[src/rtl/seg_scan_ctrl_pkg.sv]
// Shared constants and scan-state type for the multiplexed 7-segment scanner.
// Imported by seg_scan_ctrl and digit_buffer.
package seg_pkg;

    localparam logic [3:0] SEG_BLANK = 4'hF;
    localparam logic [3:0] SEG_DOT   = 4'hA;
    localparam logic [3:0] SEG_U     = 4'hB;

    typedef enum logic [0:0] {
        BLANK = 1'b0,
        SHOW  = 1'b1
    } scan_state_t;

endpackage

[src/rtl/seg_scan_ctrl_digit_buffer.sv]
// Keypad digit buffer: shift-in at entry 0, backspace, clear; priority clr > del > key.
// key_ready drops combinationally whenever clr/del is present so a concurrent key is held off.
module digit_buffer
    import seg_pkg::*;
#(
    parameter int NUM_DIGITS = 4
) (
    input  logic                    clk,
    input  logic                    rst,
    input  logic                    key_valid,
    input  logic [3:0]              key_code,
    output logic                    key_ready,
    input  logic                    key_del,
    input  logic                    clr,
    output logic [NUM_DIGITS*4-1:0] entries
);

    localparam int W = NUM_DIGITS * 4;

    logic [W-1:0] entries_q;
    logic [W-1:0] entries_d;

    assign key_ready = !rst && !clr && !key_del;
    assign entries   = entries_q;

    always_comb begin
        entries_d = entries_q;
        if (clr) begin
            entries_d = {NUM_DIGITS{SEG_BLANK}};
        end else if (key_del) begin
            entries_d = {SEG_BLANK, entries_q[W-1:4]};
        end else if (key_valid && key_ready) begin
            entries_d = {entries_q[W-5:0], key_code};
        end
    end

    always_ff @(posedge clk or posedge rst) begin
        if (rst) begin
            entries_q <= {NUM_DIGITS{SEG_BLANK}};
        end else begin
            entries_q <= entries_d;
        end
    end

endmodule

[src/rtl/seg_scan_ctrl.sv]
// Scans NUM_DIGITS common-anode digits through one shared decoder, blanking each slot's start.
// Define SEG_LZ_BLANK_EN to suppress leading zeros on bcd_out.
module seg_scan_ctrl
    import seg_pkg::*;
#(
    parameter int NUM_DIGITS   = 4,
    parameter int SCAN_DIV     = 50000,
    parameter int BLANK_CYCLES = 16
) (
    input  logic                          clk,
    input  logic                          rst,
    input  logic                          key_valid,
    input  logic [3:0]                    key_code,
    output logic                          key_ready,
    input  logic                          key_del,
    input  logic                          clr,
    output logic [3:0]                    bcd_out,
    output logic [NUM_DIGITS-1:0]         an_out,
    output logic [$clog2(NUM_DIGITS)-1:0] digit_idx
);

    localparam int IDX_W = $clog2(NUM_DIGITS);
    localparam int CNT_W = $clog2(SCAN_DIV);

    logic [NUM_DIGITS*4-1:0] entries_w;

    digit_buffer #(
        .NUM_DIGITS (NUM_DIGITS)
    ) u_buf (
        .clk       (clk),
        .rst       (rst),
        .key_valid (key_valid),
        .key_code  (key_code),
        .key_ready (key_ready),
        .key_del   (key_del),
        .clr       (clr),
        .entries   (entries_w)
    );

    scan_state_t           state_q, state_d;
    logic [CNT_W-1:0]      cnt_q, cnt_d;
    logic [IDX_W-1:0]      idx_q, idx_d;
    logic [NUM_DIGITS-1:0] an_q, an_d;
    logic [3:0]            bcd_q, bcd_d;
    logic [3:0]            disp [NUM_DIGITS];
    logic                  sig_seen;

    // Display value per position, after optional leading-zero suppression.
    always_comb begin
        sig_seen = 1'b0;
        for (int i = NUM_DIGITS - 1; i >= 0; i--) begin
            disp[i] = entries_w[i*4 +: 4];
`ifdef SEG_LZ_BLANK_EN
            if (i != 0 && entries_w[i*4 +: 4] == 4'h0 && !sig_seen) begin
                disp[i] = SEG_BLANK;
            end
`endif
            if (entries_w[i*4 +: 4] != 4'h0 && entries_w[i*4 +: 4] != SEG_BLANK) begin
                sig_seen = 1'b1;
            end
        end
    end

    always_comb begin
        state_d = state_q;
        cnt_d   = cnt_q + CNT_W'(1);
        idx_d   = idx_q;
        case (state_q)
            BLANK: begin
                if (cnt_q == CNT_W'(BLANK_CYCLES - 1)) begin
                    state_d = SHOW;
                end
            end
            SHOW: begin
                if (cnt_q == CNT_W'(SCAN_DIV - 1)) begin
                    state_d = BLANK;
                    cnt_d   = '0;
                    idx_d   = (idx_q == IDX_W'(NUM_DIGITS - 1)) ? '0 : idx_q + IDX_W'(1);
                end
            end
            default: begin
                state_d = BLANK;
                cnt_d   = '0;
                idx_d   = '0;
            end
        endcase

        // Outputs are built from next-state so the registers line up with the FSM.
        an_d = '1;
        if (state_d == SHOW) begin
            an_d[idx_d] = 1'b0;
        end
        bcd_d = disp[idx_d];
    end

    always_ff @(posedge clk or posedge rst) begin
        if (rst) begin
            state_q <= BLANK;
            cnt_q   <= '0;
            idx_q   <= '0;
            an_q    <= '1;
            bcd_q   <= SEG_BLANK;
        end else begin
            state_q <= state_d;
            cnt_q   <= cnt_d;
            idx_q   <= idx_d;
            an_q    <= an_d;
            bcd_q   <= bcd_d;
        end
    end

    assign bcd_out   = bcd_q;
    assign an_out    = an_q;
    assign digit_idx = idx_q;

endmodule

[config.mk]
export PLATFORM = sky130hd
export DESIGN_NAME = seg_scan_ctrl
export DESIGN_NICKNAME = d
export VERILOG_FILES = /design/src/rtl/seg_scan_ctrl_pkg.sv /design/src/rtl/seg_scan_ctrl_digit_buffer.sv /design/src/rtl/seg_scan_ctrl.sv
export SDC_FILE = /design/constraint.sdc
export NUM_CORES = 1
export LEC_CHECK = 0
export BUFFER_PORTS_ARGS = -buffer_cell sky130_fd_sc_hd__buf_2
export CORE_AREA = 2 2 62 93
export DETAILED_ROUTE_END_ITERATION = 6
export DIE_AREA = 0 0 64 95
export PLACE_DENSITY_LB_ADDON = 0.08
export SLEW_MARGIN = 15
export SYNTH_ARGS = -nofsm -noshare
export SYNTH_HDL_FRONTEND = slang
export SYNTH_SLANG_ARGS = --single-unit
[constraint.sdc]
create_clock -name clk -period 2.4 [get_ports clk]
set_clock_uncertainty 0.05 [all_clocks]
set_input_delay 0.48 -clock clk [delete_from_list [all_inputs] [get_ports clk]]
set_output_delay 0.48 -clock clk [all_outputs]
set_load 0.01 [all_outputs]
* After elaboration in Yosys (flattened, before gate mapping) *
Cells that the tools add are included.

word-level totals
  word-level logic and storage cells = 42
  output and inout port bits = 11
  input port bits = 9
  register bits after elaboration = 43

operators by class
  eq/ne operators = 3
  $lt $le $gt $ge = 3
  reduce and logical (&&, ||, !) cells = 8
  add/subtract/negate cells = 2
  bitwise logic cells = 3
  muxes and demuxes = 17

operator list
  kind                                                         number
  two-way mux 16 bit                                           5
  adder 16 x 1 -> 16 bit (second input constant)               1
  == test 16 bit (second input constant)                       1
  == test 16 x 4 -> 1 bit (second input constant)              1
  two-way mux 4 bit                                            3
  binary-select mux 4 bit (select 2 bit)                       1
  two-way mux 2 bit                                            3
  logical AND 1 bit                                            4
  inverter 4 bit                                               1
  >= comparator 3 bit (second input constant)                  1
  logical NOT 1 bit                                            3
  less-than comparator 2 x 3 -> 1 bit (second input constant)  1
  two-way mux 1 bit                                            3
  inverter 2 -> 3 bit                                          1
  nonzero test 3 bit                                           1
  adder 2 x 1 -> 2 bit (second input constant)                 1
  demux 1 bit (select 2 bit)                                   1
  == test 2 bit (second input constant)                        1
  >= comparator 2 x 1 -> 1 bit (second input constant)         1
  case mux 1 bit (2 select lines)                              1
  inverter 1 bit                                               1

* Longest topological paths before layout *
Gate-level depths: netlist of run 1.

  word-level depth = 10
  gate-level depth with buffers = 8
  depth with buffers taken out = 7

* Hierarchy *
A second synthesis of run 1 with hierarchy kept.

unflattened totals
  cells, all modules = 256
  area, all modules = 2543.7 sq um

modules (own cells, without submodules)
  module         times used  sequential area each (sq um)  area each (sq um)  cells each
  seg_scan_ctrl  1           685.7                         1537.7             166
  digit_buffer   1           420.4                         1006.0             90

* Least setup slack after synthesis of run 1 *
Ideal clock, no wire load.

  path type = register to register
  start point = register cnt_q[0]
  end point = register bcd_q[0], in the netlist bcd_out[0]
  setup time = 0.102 ns
  slack = 0.377 ns
  arrival time = 1.871 ns
  cell stages (with the launch flop) = 9
  path buffers = 1
  data required time = 2.248 ns
  cells stage by stage = dfrtp_1 -> ha_1 -> and3_4 -> nand3_1 -> or4_4 -> nand2_2 -> buf_8 -> mux2i_1 -> mux2i_1

between the ends
  longest elaborated chain between the ends = 7

RTL lines
  what                                                   line                  RTL
  start, declared                                        seg_scan_ctrl.sv:41   logic [CNT_W-1:0] cnt_q, cnt_d;
  start signal, assigned                                 seg_scan_ctrl.sv:105  cnt_q <= cnt_d;
  == test 16 bit                                         seg_scan_ctrl.sv:75   if (cnt_q == CNT_W'(SCAN_DIV - 1)) begin
  two-way mux 2 bit                                      seg_scan_ctrl.sv:75
  two-way mux 2 bit                                      seg_scan_ctrl.sv:68   case (state_q)
  via idx_d[0]                                           seg_scan_ctrl.sv:42   logic [IDX_W-1:0] idx_q, idx_d;
  inverter 2 -> 3 bit (not written as such)              seg_scan_ctrl.sv:93   bcd_d = disp[idx_d];
  binary-select mux 4 bit (select 2 bit)                 seg_scan_ctrl.sv:93
  two-way mux 4 bit (not written as such) (2 in series)  seg_scan_ctrl.sv:93
  via bcd_d[0]                                           seg_scan_ctrl.sv:44   logic [3:0] bcd_q, bcd_d;
  end signal, assigned                                   seg_scan_ctrl.sv:102  bcd_q <= SEG_BLANK;
  end signal, assigned                                   seg_scan_ctrl.sv:108  bcd_q <= bcd_d;
  end, declared                                          seg_scan_ctrl.sv:44

The timed path passes the listed nets, and every way through them passes these cells. The select of a mux whose other input is x is not followed.
A chain may end at the register's enable or synchronous reset.

* Worst setup path after layout of run 1 *
  start point = register cnt_q[0]
  end point = register bcd_q[2], in the netlist bcd_out[2]

between the ends
  longest elaborated chain between the ends = 7

RTL lines
  what                                                   line
  == test 16 bit                                         seg_scan_ctrl.sv:75
  two-way mux 2 bit                                      seg_scan_ctrl.sv:75
  two-way mux 2 bit                                      seg_scan_ctrl.sv:68
  inverter 2 -> 3 bit (not written as such)              seg_scan_ctrl.sv:93
  binary-select mux 4 bit (select 2 bit)                 seg_scan_ctrl.sv:93
  two-way mux 4 bit (not written as such) (2 in series)  seg_scan_ctrl.sv:93
  via bcd_d[2]                                           seg_scan_ctrl.sv:44

The timed path passes the listed nets, and every way through them passes these cells. The select of a mux whose other input is x is not followed.

==> summary.md, run 1 <==
| Metric | Value |
|---|---|
| Outcome | `complete, no violations` |
| Post-CTS Resized | `0` |
| CP Data Required Time | `2.57 ns` |
| CP peak stage delay | `between 0.4 and 0.5 ns` |
| Largest net degree at the start of global routing | `40` |
| Initial DRC count | `95` |
| Number of fill cells | `507` |
| Yosys warns | `0` |
| Worst setup EP type | `register` |
| Max-cap violation count | `0` |
| Vias post-DR | `roughly 1.4k` |
| Final setup violation count | `0` |
| Max Transition Viols Final | `0` |
| Most numerous cell on the critical path | `mux2i_1` |
| Area of the multi-input gates | `892 um^2` |
| Worst-skew pair later-pin latency | `around 0.29 ns` |
| Wirelength per Cell | `14.3 um` |
| Post-CTS Setup Inserts | `0` |
| Avg Vias per Cell | `5.16` |
| CTS Hold Bufs | `0` |
| Largest cells by area after synthesis | `dfstp_2, dfrtp_1, mux2i_1` |
| Initial core utilization | `38.2%` |
| CTS root buffer | `clkbuf_8` |
| R2r endpoint | `bcd_out[2]` |
| Crit path buf inv count | `0` |
| Vias in the first global route | `1505` |
| Commonest cells post-synth | `dfstp_2, dfrtp_1, nand2_1` |
| Yosys reg bits | `43` |
| CTS tree | `built` |
| Pwr dens | `641 mW/mm^2` |
| Port Buffers | `19` |
| Die area | `0.00608 mm^2` |
| Most frequent cell after synthesis | `dfstp_2` |
| Top delay family on crit path | `simple AND/OR/NAND/NOR gates` |
| Leakage | `0.978 nW` |
| Slew Limit Headroom | `about 50%` |
| DRT Wirelength | `about 4000 um` |
| GRT overflow | `0` |
| Clock-pin slew on the worst setup and hold paths | `about 0.090 ns` |
| Post-synth ARST share | `100%` |
| Diode count | `0` |
| Syn_nets | `199` |
| Leading area contributor after synthesis | `dfstp_2` |
| Sequential share of the synthesized area | `54.4%` |
| Setup TNS | `0 ns` |
| Netlist cell types | `26` |
| Tot GR Track Use | `between 10% and 20%` |
| DRT Pass-1 Iters | `4` |
| Syn avg cell area | `10.8 um^2` |
| Post-layout util | `43.9%` |
| Register-to-Register Path Depth | `7` |
| Crit path launch | `cnt_q[0]` |
| Post-synth EDFFs | `0` |
| Final period utilization | `93.1%` |
| Crit path DAT | `2.40 ns` |
| I/O Pins | `20` |
| Fin crit period | `2.23 ns` |
| Critical-path maximum fanout | `11` |
| Core Region | `0.00533 mm^2` |
| Unrepaired setup endpoints after global routing | `false` |
| Initial antenna violation count | `0` |
| Top FF cell, synth | `dfstp_2` |
| Worst reg2reg setup slack | `0.17 ns` |
| Final Hold Fails | `0` |
| Critical path, cell by cell | `ha_1, and3_4, nand3_1, or4_4, nand2_4, mux2i_1, mux2i_1` |
| Gate Count Post-Synth | `roughly 190` |
| Peak VDD IR | `0.401 mV` |
| Crit path launch type | `register` |
| Clock Sinks | `43` |
| Htree depth | `2` |
| Chip width | `64 um` |
| Final Instance Area | `0.00234 mm^2` |
| Num CTS Buffers | `5` |
| Area grow syn2layout | `15.0%` |
| Setup CP Type | `register to register` |
| Post-synth top area share | `31.0%` |
| Mapped cell area | `0.00203 mm^2` |
| Slowest CP cell | `or4_4` |
| Maximum clock frequency | `~0.45 GHz` |
| Worst-Margin Slew | `0.754 ns` |
| Nets | `221` |
| HP Class | `input port to asynchronous set/reset pin` |
| RR Startpoint | `cnt_q[0]` |
| Storage element area | `approximately 0.0011 mm^2` |
| Num rows | `33` |
| CP endpoint | `bcd_out[2]` |
| Drt drc | `0` |
| Max clock buf depth | `2` |
| Hpwl dp | `around 3000 um` |
| Antenna Nets Post-Route | `0` |
| Final Wtd Congestion | `0.759` |
| Dpl cell area | `0.00221 mm^2` |
| Die Ht | `approximately 95 um` |
| Crit path depth | `7` |
| Layout cells sized above 1 | `roughly 28%` |
| First-pass GRT wire length | `roughly 6800 um` |
-- power breakdown --
| group | switching, mW | leakage [nW] | internal [mW] |
|---|---|---|---|
| clock | 0.249 | 0.0612 | 0.337 |
| sequential | 0.0253 | 0.498 | 0.778 |
| combinational | 0.0648 | 0.418 | 0.0457 |
-- metrics by stage --
step | power (mW) | std cells | hold slack, ns | setup WS, ns
after floorplan | 0.883 | 188 | 0.410 | 0.377
after global placement | 0.922 | 273 | 0.425 | 0.223
after detailed placement | 0.928 | 273 | 0.436 | 0.111
after CTS | 1.52 | 281 | 0.242 | 0.0826
after global routing | 1.56 | 281 | 0.253 | 0.000841
final | 1.50 | 281 | 0.248 | 0.167
-- placed cells by master, fill, tap and decap left out --
cell,Yosys,final
buf_4,0,4
buf_2,0,19
and4_1,4,4
ha_1,2,2
nand3_1,9,9
mux2i_1,17,17
clkbuf_8,0,6
and2_1,1,1
nor2b_1,14,14
xnor2_1,8,8
nand2_4,0,1
nand4_1,5,5
bufinv_16,0,1
or4_4,1,1
nor2_1,12,12
nor4_1,1,1
clkinv_2,0,1
nor3_4,0,1
and3_1,1,1
o21ai_0,13,13
xor2_1,6,6
dfstp_2,24,24
a211oi_1,12,12
dfrtp_1,19,19
inv_1,3,3
nand2_1,19,19
nor3_1,5,4
or4_1,1,1
and3_4,1,1
and3_2,1,1
-- sequential cells by signal, summed over array words and instances, names as in the netlist --
name / count
state_q: 1
cnt_q: 16
an_out: 4
bcd_out: 4
digit_idx: 2
u_buf.entries: 16
-- metal layers --
metal	global-route usage (%)	share of wire [%]	up-vias
met4	5.43	1.3	0
met1	15.3	41	729
met3	3.69	2.7	4
met2	27.6	55	18
met5	0	0	-
li1	-	-	698
-- kinds of logic (layout without fill, tap and decap cells) --
logic type / Yosys count / after routing / share of synthesized area, %
simple gates: 76 / 76 / 19.8
fa+ha+maj: 2 / 2 / 1.23
compound gates: 25 / 25 / 7.63
buf+inv: 11 / 34 / 2.58
mux: 17 / 17 / 8.36
xor+xnor: 14 / 14 / 6.03
flops: 43 / 43 / 54.4
-- worst min-delay path by stage --
| stage | start | endpoint | slack (ns) | cells past startpoint |
|---|---|---|---|---|
| 5_1_grt | rst | u_buf.entries[9] | 0.25 | 2 |
| 6_report | rst | u_buf.entries[13] | 0.25 | 2 |
| 3_3_place_gp | u_buf.entries[0] | u_buf.entries[0] | 0.42 | 2 |
| 3_5_place_dp | u_buf.entries[0] | u_buf.entries[0] | 0.44 | 2 |
| 4_1_cts | rst | u_buf.entries[9] | 0.24 | 2 |
| 2_1_floorplan | cnt_q[10] | cnt_q[10] | 0.41 | 1 |
-- layout make-up --
type	instances	share of cell area, %
tap	70	3.74
multi-input combinational	134	38.1
clock buffer	6	3.53
inverter	3	0.481
sequential	43	47.3
timing repair buffer	23	5.35
clock inverter	2	1.50
Power figures use the tool's default switching activity.
==> run 2: changes to the inputs <==
--- a/config.mk
+++ b/config.mk
@@ -5,11 +5,12 @@
 export SDC_FILE = /design/constraint.sdc
 export NUM_CORES = 1
 export LEC_CHECK = 0
+export ABC_CLOCK_PERIOD_IN_PS = 2400
 export BUFFER_PORTS_ARGS = -buffer_cell sky130_fd_sc_hd__buf_2
-export CORE_AREA = 2 2 62 93
+export CORE_AREA = 2 2 53 80
 export DETAILED_ROUTE_END_ITERATION = 6
-export DIE_AREA = 0 0 64 95
-export PLACE_DENSITY_LB_ADDON = 0.08
+export DIE_AREA = 0 0 55 82
+export PLACE_DENSITY = 0.73
 export SLEW_MARGIN = 15
 export SYNTH_ARGS = -nofsm -noshare
 export SYNTH_HDL_FRONTEND = slang
==> summary.md, run 2 (same netlist as run 1, synthesis figures left out) <==
| Metric | Value |
|---|---|
| Pwr dens | `590 mW/mm^2` |
| Antenna Nets Post-Route | `0` |
| Unrepaired setup endpoints after global routing | `false` |
| Final Instance Area | `0.00226 mm^2` |
| Final WS setup | `0.229 ns` |
| Final period utilization | `90.5%` |
| Slowest CP cell | `or4_4` |
| Avg Vias per Cell | `between 5 and 6` |
| Num rows | `28` |
| I/O Pins | `20` |
| Initial core utilization | `between 50% and 60%` |
| Drt drc | `0` |
| Max clock buf depth | `2` |
| Leakage | `roughly 0.95 nW` |
| Worst setup EP type | `register` |
| Initial DRC count | `37` |
| Final setup violation count | `0` |
| Critical-path maximum fanout | `11` |
| Register-to-Register Path Depth | `7` |
| Layout cells sized above 1 | `roughly a quarter` |
| Hpwl dp | `2670 um` |
| Placed cell count | `between 200 and 250` |
| CP Data Required Time | `approximately 2.6 ns` |
| Crit path DAT | `2.33 ns` |
| HP Class | `input port to asynchronous set/reset pin` |
| Logic gate share of total power | `~8%` |
| First-pass GRT wire length | `6580 um` |
| Crit path launch type | `register` |
| Area grow syn2layout | `11.3%` |
| Setup TNS | `0 ns` |
| Fin crit period | `2.17 ns` |
| Dpl cell area | `0.00217 mm^2` |
| Setup CP Type | `register to register` |
| CP peak stage delay | `about 0.49 ns` |
| Vias post-DR | `1413` |
| RR Startpoint | `cnt_q[0]` |
| Post-layout util | `58.7%` |
| Sequential cell fraction of total power | `60.2%` |
| Vias in the first global route | `1525` |
| Outcome | `complete, no violations` |
| Worst-Margin Slew | `0.704 ns` |
| Dpl ws | `0.170 ns` |
| Clock-pin slew on the worst setup and hold paths | `0.08 ns` |
| DRT Pass-1 Iters | `4` |
| Num CTS Buffers | `5` |
| Maximum clock frequency | `roughly 0.46 GHz` |
| Critical path, cell by cell | `ha_1, and3_4, nand3_1, or4_4, nand2_4, mux2i_1, mux2i_1` |
| Core Region | `0.00385 mm^2` |
| Tot GR Track Use | `20.1%` |
| Slew Limit Headroom | `a little over half` |
| Max-cap violation count | `0` |
| Final Wtd Congestion | `~0.75` |
| CTS root buffer | `clkbuf_8` |
| DRT Wirelength | `3780 um` |
| CTS tree | `built` |
| Clk pwr share | `31.7%` |
| Most common cell after layout, fill and taps aside | `dfstp_2` |
| R2r endpoint | `bcd_out[3]` |
| Most numerous cell on the critical path | `mux2i_1` |
| Post-CTS Setup Inserts | `0` |
| Net Sw Frac | `23.5%` |
| Port Buffers | `19` |
| Top delay family on crit path | `simple AND/OR/NAND/NOR gates` |
| Nets | `220` |
| Diode count | `0` |
| Die Ht | `82 um` |
| Crit path buf inv count | `0` |
| Commonest non-fill, non-tap cells in the layout | `dfstp_2, nand2_1, dfrtp_1, buf_2, mux2i_1` |
| P_sw | `313 uW` |
| Die area | `0.00451 mm^2` |
| Chip width | `55 um` |
| Clock Sinks | `43` |
| Peak VDD IR | `0.509 mV` |
| Final Hold Fails | `0` |
| Initial antenna violation count | `0` |
| Wirelength per Cell | `14.8 um` |
| Largest net degree at the start of global routing | `44` |
| Number of fill cells | `318` |
| Int Power | `1.02 mW` |
| Htree depth | `2` |
| Worst reg2reg setup slack | `0.23 ns` |
| Final cell count without fillers | `approximately 260` |
| Crit path launch | `cnt_q[0]` |
| GRT overflow | `0` |
| Max Transition Viols Final | `0` |
| Worst-skew pair later-pin latency | `between 0.2 and 0.3 ns` |
==> run 2: changes by cell type in the layout (fill, tap and decap cells not counted), sizes merged <==
cell	change
clkinv	+1
bufinv	-1
buf	-1
==> run 2: through the flow <==
step | hold WS [ns] | total power, mW
6_report | 0.295 | 1.33
5_1_grt | 0.335 | 1.40
4_1_cts | 0.300 | 1.35
3_5_place_dp | 0.431 | 0.925
3_3_place_gp | 0.431 | 0.919
2_1_floorplan | 0.410 | 0.883
==> run 2: how the worst max path moves through the flow <==
stage / to / slack [ns] / cells after the start
floorplan: bcd_out[0] / 0.38 / 8
finish: bcd_out[3] / 0.23 / 7
detailed placement: bcd_out[0] / 0.17 / 7
global placement: bcd_out[2] / 0.25 / 7
CTS: bcd_out[3] / 0.14 / 7
global route: bcd_out[1] / 0.06 / 7
==> run 2: final cells by class <==
cell class              count  area, um^2  area share (%)
flip-flops and latches     43        1110            48.9
multi-input cells         134         892            39.4
repair buffers             22         118            5.20
clock buffers               6        72.6            3.21
well taps                  45        56.3            2.49
inverters                   3        11.3           0.498
clock inverters             2        7.51           0.332
==> run 2: metal layers <==
metal  track usage (%)  vias to the layer above  part of all wire [%]  routed length, um
met3              4.00                        6                   2.4                 91
met5                 0                        -                     0                  0
met1              20.9                      685                    41               1550
li1                  -                      700                     -                  -
met2              38.0                       22                    55               2080
met4              7.07                        0                   1.5                 56
==> run 2: what timing repair did <==
action | in CTS | in global routing
endpoints found under the setup margin | 0 | 1
hold buffers | 0 | 0
gates resized for setup | 0 | 2
hold endpoints to repair | 0 | 0
==> run 2: tightest hold or removal path, delay by kind of cell <==
kind / cells / cell delay [ns]
buffers and inverters: 3 / 0.59
==> run 2: power groups by stage <==
stage | clock network, mW | logic, mW | registers (mW)
3_3_place_gp | 0 | 0.103 | 0.816
4_1_cts | 0.437 | 0.109 | 0.804
3_5_place_dp | 0 | 0.108 | 0.817
2_1_floorplan | 0 | 0.0724 | 0.810
5_1_grt | 0.467 | 0.125 | 0.809
6_report | 0.423 | 0.107 | 0.804
==> run 3: changes to the inputs <==
--- a/config.mk
+++ b/config.mk
@@ -10,7 +10,7 @@
 export CORE_AREA = 2 2 53 80
 export DETAILED_ROUTE_END_ITERATION = 6
 export DIE_AREA = 0 0 55 82
-export PLACE_DENSITY = 0.73
+export PLACE_DENSITY = 0.75
 export SLEW_MARGIN = 15
 export SYNTH_ARGS = -nofsm -noshare
 export SYNTH_HDL_FRONTEND = slang
==> summary.md, run 3 (same netlist as run 1, synthesis figures left out) <==
| Metric | Value |
|---|---|
| Nets | `around 230` |
| Core Region | `0.00385 mm^2` |
| First-pass GRT wire length | `6150 um` |
| Initial core utilization | `52.8%` |
| Max clock buf depth | `2` |
| Storage element area | `0.00111 mm^2` |
| Final Hold Fails | `0` |
| Htree depth | `2` |
| Worst-Margin Slew | `0.536 ns` |
| CP Data Required Time | `2.57 ns` |
| Max-cap violation count | `0` |
| Worst reg2reg setup slack | `0.22 ns` |
| DRT Wirelength | `3810 um` |
| Chip width | `between 50 and 60 um` |
| Outcome | `complete, no violations` |
| Maximum clock frequency | `0.459 GHz` |
| Avg Vias per Cell | `5.60` |
| Unrepaired setup endpoints after global routing | `false` |
| Final setup violation count | `0` |
| Register-to-Register Path Depth | `7` |
| Post-CTS Setup Inserts | `0` |
| Most common cell after layout, fill and taps aside | `dfstp_2` |
| Clock Sinks | `43` |
| Port Buffers | `19` |
| Wirelength per Cell | `14.7 um` |
| RR Startpoint | `cnt_q[0]` |
| DRT Pass-1 Iters | `4` |
| Crit path DAT | `2.35 ns` |
| Worst-skew pair later-pin latency | `0.29 ns` |
| Vias post-DR | `1455` |
| Fin crit period | `2.18 ns` |
| Crit path launch type | `register` |
| R2r endpoint | `bcd_out[3]` |
| Layout cells sized above 1 | `between 20% and 30%` |
| Clock-pin slew on the worst setup and hold paths | `0.08 ns` |
| Area of the multi-input gates | `886 um^2` |
| Drt drc | `0` |
| CTS root buffer | `clkbuf_8` |
| Tot GR Track Use | `between 10% and 20%` |
| Leakage | `0.986 nW` |
| Setup CP Type | `register to register` |
| Commonest non-fill, non-tap cells in the layout | `dfstp_2, nand2_1, dfrtp_1, buf_2, mux2i_1` |
| Final WS setup | `0.223 ns` |
| Slew Limit Headroom | `64.3%` |
| Die area | `roughly 0.0045 mm^2` |
| Diode count | `0` |
| Antenna Nets Post-Route | `0` |
| CTS tree | `built` |
| Initial DRC count | `25` |
| Peak VDD IR | `just over 0.4 mV` |
| Num rows | `28` |
| HP Class | `input port to asynchronous set/reset pin` |
| Max Transition Viols Final | `0` |
| Dpl ws | `0.161 ns` |
| Largest net degree at the start of global routing | `44` |
| Hpwl dp | `2590 um` |
| Final Wtd Congestion | `approximately 0.70` |
| Number of fill cells | `336` |
| Area grow syn2layout | `13.8%` |
| I/O Pins | `20` |
| Worst setup EP type | `register` |
| Critical-path maximum fanout | `11` |
| Crit path launch | `cnt_q[0]` |
| Initial antenna violation count | `0` |
| GRT overflow | `0` |
| Die Ht | `82 um` |
| Pwr dens | `610 mW/mm^2` |
| Setup TNS | `0 ns` |
| Vias in the first global route | `1384` |
| Final period utilization | `90.7%` |
| Num CTS Buffers | `5` |
run 3: per-layer routing:
layer	global-route usage [%]	vias to the layer above	part of all wire, %
li1	-	707	-
met1	22.2	701	42
met2	32.0	36	52
met3	5.27	11	4.1
met4	8.78	0	1.9
met5	0	-	0
run 3: critical path, stage by stage, from the launching register on:
cell and delay, ns:
dfrtp_1 0.41, ha_1 0.29, and3_4 0.22, nand3_1 0.14
or4_4 0.49, nand2_4 0.19, mux2i_1 0.21, mux2i_1 0.10
run 3: cell type report:
| cell class | instances | area share (%) |
|---|---|---|
| Multi-Input combinational cell | 134 | 38.3 |
| Timing Repair Buffer | 27 | 6.70 |
| Tap cell | 45 | 2.43 |
| Clock buffer | 8 | 4.32 |
| Inverter | 3 | 0.486 |
| Sequential cell | 43 | 47.8 |
run 3: through the flow:
stage               utilization, %  instance area [um^2]  std cells  total power, mW  hold WS, ns
floorplan                        -                  2030        188            0.883        0.410
global placement              57.3                  2210        252            0.926        0.430
detailed placement            57.3                  2210        252            0.928        0.437
CTS                           59.9                  2310        260             1.43        0.289
global route                  60.1                  2310        260             1.47        0.326
finish                        60.1                  2310        260             1.41        0.285
run 3: what timing repair did:
action	4_1_cts	5_1_grt
endpoints found under the setup margin	0	2
resized for setup	0	2
hold buffers	0	0
run 3: how the worst max path moves through the flow:
stage | end | slack [ns]
finish | bcd_out[3] | 0.22
global route | bcd_out[2] | 0.07
CTS | bcd_out[3] | 0.12
detailed placement | bcd_out[3] | 0.16
global placement | bcd_out[2] | 0.25
floorplan | bcd_out[0] | 0.38
run 3: power by group:
part           leakage [nW]  switching [mW]  internal (mW)
Combinational         0.436          0.0613         0.0483
Clock                0.0515           0.235          0.263
Sequential            0.498          0.0259          0.778
